===== config.mk =====
export PLATFORM = sky130hd
export DESIGN_NAME = lamp_bus_arbiter
export DESIGN_NICKNAME = d
export VERILOG_FILES = /design/src/rtl/lamp_bus_arbiter.sv
export SDC_FILE = /design/constraint.sdc
export NUM_CORES = 1
export LEC_CHECK = 0
export BUFFER_PORTS_ARGS = -buffer_cell sky130_fd_sc_hd__buf_2
export CORE_MARGIN = 2
export CORE_UTILIZATION = 50
export DETAILED_ROUTE_END_ITERATION = 10
export GPL_ROUTABILITY_DRIVEN = 0
export PLACE_DENSITY = 0.87
export SYNTH_ARGS = -nofsm -noshare
export SYNTH_HDL_FRONTEND = slang
export SYNTH_SLANG_ARGS = --single-unit

===== constraint.sdc =====
create_clock -name clock -period 2.6 [get_ports clock]
set_input_delay 0.52 -clock clock [delete_from_list [all_inputs] [get_ports clock]]
set_output_delay 0.52 -clock clock [all_outputs]
set_load 0.005 [all_outputs]

===== src/rtl/lamp_bus_arbiter.sv =====
// lamp_bus_arbiter: round-robin owner of the lamp-card parallel bus with timed setup/strobe/hold/turnaround cycles
module lamp_bus_arbiter #(
  parameter int SETUP_CYCLES      = 3,
  parameter int STROBE_CYCLES     = 6,
  parameter int HOLD_CYCLES       = 3,
  parameter int TURNAROUND_CYCLES = 2
) (
  input  logic        clock,
  input  logic        reset,
  input  logic [2:0]  req,
  input  logic [2:0]  req_rnw,
  input  logic [11:0] req_board,
  input  logic [8:0]  req_addr,
  input  logic [23:0] req_wdata,
  output logic [2:0]  done,
  output logic [7:0]  rdata,
  output logic        busy,
  output logic [3:0]  BOARD_X,
  output logic [2:0]  AddessPortPin,
  output logic [7:0]  Data_Out_Port,
  output logic        data_dir,
  input  logic [7:0]  Data_In_Port,
  output logic        RdP,
  output logic        WrP
);
  typedef enum logic [2:0] {IDLE, SETUP, STROBE, HOLD, TURN} state_t;
  localparam int CW = 8;
  state_t state, state_nx;
  logic [CW-1:0] cnt, cnt_nx;
  logic [1:0] ptr, ptr_nx, gnt, gnt_nx, pick, p1, p2;
  logic last;
  logic rnw_q;
  logic [3:0] board_q;
  logic [2:0] addr_q;
  logic [7:0] wdata_q;
  function automatic logic [1:0] nxt(input logic [1:0] v);
    return v == 2'd2 ? 2'd0 : v + 2'd1;
  endfunction
  assign last = cnt == '0;
  assign busy = state != IDLE;
  always_comb begin
    p1 = nxt(ptr);
    p2 = nxt(p1);
    pick = req[ptr] ? ptr : req[p1] ? p1 : p2;
  end
  always_comb begin
    state_nx = state;
    cnt_nx = last ? cnt : cnt - 1'b1;
    ptr_nx = ptr;
    gnt_nx = gnt;
    unique case (state)
      IDLE: if (|req) begin
        state_nx = SETUP;
        cnt_nx = CW'(SETUP_CYCLES - 1);
        gnt_nx = pick;
        ptr_nx = nxt(pick);
      end
      SETUP: if (last) begin
        state_nx = STROBE;
        cnt_nx = CW'(STROBE_CYCLES - 1);
      end
      STROBE: if (last) begin
        state_nx = HOLD;
        cnt_nx = CW'(HOLD_CYCLES - 1);
      end
      HOLD: if (last) begin
        state_nx = TURN;
        cnt_nx = CW'(TURNAROUND_CYCLES - 1);
      end
      TURN: if (last) state_nx = IDLE;
      default: state_nx = IDLE;
    endcase
  end
  // Pin outputs are registered from the current state, so they trail the FSM by one clock
  always_ff @(posedge clock or posedge reset) begin
    if (reset) begin
      state <= IDLE;
      cnt <= '0;
      ptr <= '0;
      gnt <= '0;
      rnw_q <= 1'b0;
      board_q <= '0;
      addr_q <= '0;
      wdata_q <= '0;
      BOARD_X <= '0;
      AddessPortPin <= '0;
      Data_Out_Port <= '0;
      rdata <= '0;
      done <= '0;
      data_dir <= 1'b0;
      RdP <= 1'b1;
      WrP <= 1'b1;
    end else begin
      state <= state_nx;
      cnt <= cnt_nx;
      ptr <= ptr_nx;
      gnt <= gnt_nx;
      if (state == IDLE && |req) begin
        rnw_q <= req_rnw[pick];
        board_q <= req_board[4*int'(pick) +: 4];
        addr_q <= req_addr[3*int'(pick) +: 3];
        wdata_q <= req_wdata[8*int'(pick) +: 8];
      end
      if (state != IDLE) begin
        BOARD_X <= board_q;
        AddessPortPin <= addr_q;
      end
      if (state == SETUP && !rnw_q) Data_Out_Port <= wdata_q;
      if (state == STROBE && last && rnw_q) rdata <= Data_In_Port;
      data_dir <= !rnw_q && (state inside {SETUP, STROBE, HOLD});
      RdP <= !(rnw_q && state == STROBE);
      WrP <= !(!rnw_q && state == STROBE);
      done <= (state == TURN && cnt == CW'(TURNAROUND_CYCLES - 1)) ? 3'b001 << gnt : 3'b000;
    end
  end
endmodule

==> impl_metrics.toml <==
[die]
die_h_um = 79.8
start_util = 0.518
die_w_um = 79.8
ios = 91
fp.coreArea_sq_um = 5540
dieArea_sq_um = 6360
fp-row-count = 27

[finish]
multi_input_area_sq_um = 1240
fin_nets = 428
n_antenna_cell = 0
fill_cells = 458
area_growth_pct = 24.8
stdcell_count = 438
drive_gt1_frac = 0.377
seqCellArea_sq_um = 1500

[placed_design]
place_hpwl_mm = 4.72
placedCellCount = 423
io_buffers = 90

[power_and_ir_drop]
power_frac_seq = 0.386
pwr-share-comb = 0.397
swShare = 0.370
p_per_area_nw_per_um2 = 1210
clkPwrFrac = 0.217
p_int_mw = 2.72
totalPowerFinal_mw = 4.33
power.leakage_nw = 1.75
switchingPower_mw = 1.60
ir_drop_v = 0.000636

[yosys]
synth_area_per_cell_sq_um = 10.7
ys_seq_area_frac = 0.524
synthesis.area_sq_um = 2870
synth.distinct_cells = 47
synth_edf_count = 0
synth_seq_cells = 60
yosysWarnings = 0
async_flop_share = 1.00
synth-main-ff-cell = "dfrtp_1"
synth_nets = 335
syn_inst = 269

[sta]
clock_skew_ns = 0.00789
worst_slew_pin_slew_ns = 0.756
fin_setup_tns_ns = 0
final-hold-violation-count = 0
hold_ws_ns = 0.146
max_clock_freq_mhz = 507
slew-limit-headroom = 0.494
drv_slew = 0
rsz0062_at_grt = "no"
finalCritPeriodShare = 0.758
setup_viol = 0
period_minus_slack_ns = 1.97

[grt]
groute.usage.overall = 0.218
grt_max_degree = 45
grt_pass1_vias = 2250
overflow = 0
grt_pass1_wl_mm = 10.6
antenna_found_initial = 0

[critical_path]
worst-setup-path-type = "reg -> reg"
critPathMaxFanout = 8
cp-end-kind = "flop"
arrival_ns = 2.19
cp_data_required_time_ns = 2.81
regToRegSetupSlack_ns = 0.63
startpoint_type = "flop"

[hold_path]
hold_path_class = "in -> async"

[clocking]
post-cts-setup-buffer-count = 0
cts_sinks = 60
clk_pin_slew_worst_paths_ns = 0.07
cts_resized = 0
cts-hold-fix-buffers = 0
clock_latency_ns = 0.34
htreeDepth = 3
clockRootBuffer = "clkbuf_8"
tritoncts = "built"
numCtsBuffers = 9
clockBufferDepth = 2

[detailed_routing]
vias = 2367
drt-initial-drc-count = 123
drc = 0
viasPerCell = 5.40
drt.antenna.violating_nets = 0
wl_per_cell_um = 14.7
finalWirelength_mm = 6.42
first_pass_iters = 4

[job]
maxCapViolCount = 0

[outcome]
status = "completed"
==> through the flow <==
step	worst slack, ns	cell area, sq um	util
floorplan	0.599	2870	-
global placement	0.723	3360	0.606
detailed placement	0.669	3360	0.606
CTS	0.651	3580	0.646
finish	0.629	3580	0.646
global route	0.558	3580	0.646
==> critical path: stages, from the launching register on <==
cell	delay, ns
dfrtp_1	0.42
inv_1	0.14
ha_1	0.18
nor2b_1	0.24
and3_4	0.25
inv_2	0.10
nor2_8	0.17
mux2_2	0.36
==> placed cells by master (no fill, tap or decap), drive strengths merged, types with 2 or more instances in the layout <==
master and instances:
bufinv 2, o22ai 2, inv 7, xnor2 2, mux2i 2, nor3b 2
o21ai 18, dfrtp 58, nand2b 3, buf 94, nand2 36, xor2 2
nor2 33, nor3 4, a22oi 16, a22o 2, mux2 16, a31oi 17
ha 5, clkbuf 11, nor2b 3, nand3 3, dfstp 2, o31ai 2
and3 3, a21oi 5, or3 2, nand4 2
==> per-layer routing <==
layer,track usage,routed length [um]
met5,0,0
met4,0.0983,136
met3,0.0543,399
met2,0.349,3190
met1,0.281,2690
==> layout make-up <==
type                       instances  area share
inverter                           7     0.00804
multi-input combinational        190       0.346
sequential                        60       0.420
timing repair buffer              94       0.138
tap                               72      0.0252
clock inverter                     4      0.0203
clock buffer                      11      0.0423
==> synth_stat cells (all sizes together), types with 2 or more instances <==
library cell	count	area [sq um]
mux2i	2	20.0
nand3	3	15.0
dfrtp	58	1450
xnor2	2	17.5
mux2	16	180
and3	3	23.8
xor2	2	17.5
buf	8	78.8
or3	2	12.5
nor3b	2	15.0
o31ai	2	15.0
clkbuf	4	17.5
nand2b	3	18.8
nand4	2	12.5
inv	7	28.8
o21ai	18	90.1
o22ai	2	12.5
a31oi	17	113
ha	5	62.6
a22o	2	17.5
a22oi	16	120
nor3	4	31.3
dfstp	2	52.6
nand2	36	135
nor2	33	148
a21oi	5	25.0
nor2b	3	18.8
==> cell families after synthesis <==
group	after synthesis	share of synthesized area
flip-flops	60	0.524
XOR/XNOR	4	0.0122
buffers and inverters	19	0.0436
adder cells (fa/ha/maj)	5	0.0218
multiplexers	18	0.0698
AND/OR/NAND/NOR	97	0.172
AO/OA/AOI/OAI	66	0.157
==> power by group through the flow <==
stage                     Combinational, mW  Clock (mW)  Sequential, mW
after floorplan                        1.28           0            1.63
after global placement                 1.65           0            1.66
after detailed placement               1.73           0            1.69
after CTS                              1.74       0.960            1.67
after global routing                   1.94       0.998            1.73
final                                  1.72       0.939            1.67
==> sequential cells by signal, indices dropped and copies added (netlist names), 2 cells and up <==
register and count:
board_q 4, done 3, ptr 2, AddessPortPin 3
cnt 8, rdata 8, BOARD_X 4, state 3
gnt 2, Data_Out_Port 8, wdata_q 8, addr_q 3
==> worst paths after layout <==
kind                       depth (start not counted)                      to                   start
setup / recovery                                   7    rdata[7]$_DFFE_PP0P_        cnt[0]$_DFF_PP0_
hold / removal                                     2    rdata[0]$_DFFE_PP0P_                   reset
setup reg to reg                                   7    rdata[7]$_DFFE_PP0P_        cnt[0]$_DFF_PP0_
hold reg to reg                                    2  BOARD_X[2]$_DFFE_PP0N_  BOARD_X[2]$_DFFE_PP0N_
max in group asynchronous                          3  BOARD_X[3]$_DFFE_PP0N_                   reset
min in group clock                                 2    rdata[2]$_DFFE_PP0P_         Data_In_Port[2]
Power figures use the tool's default switching activity.
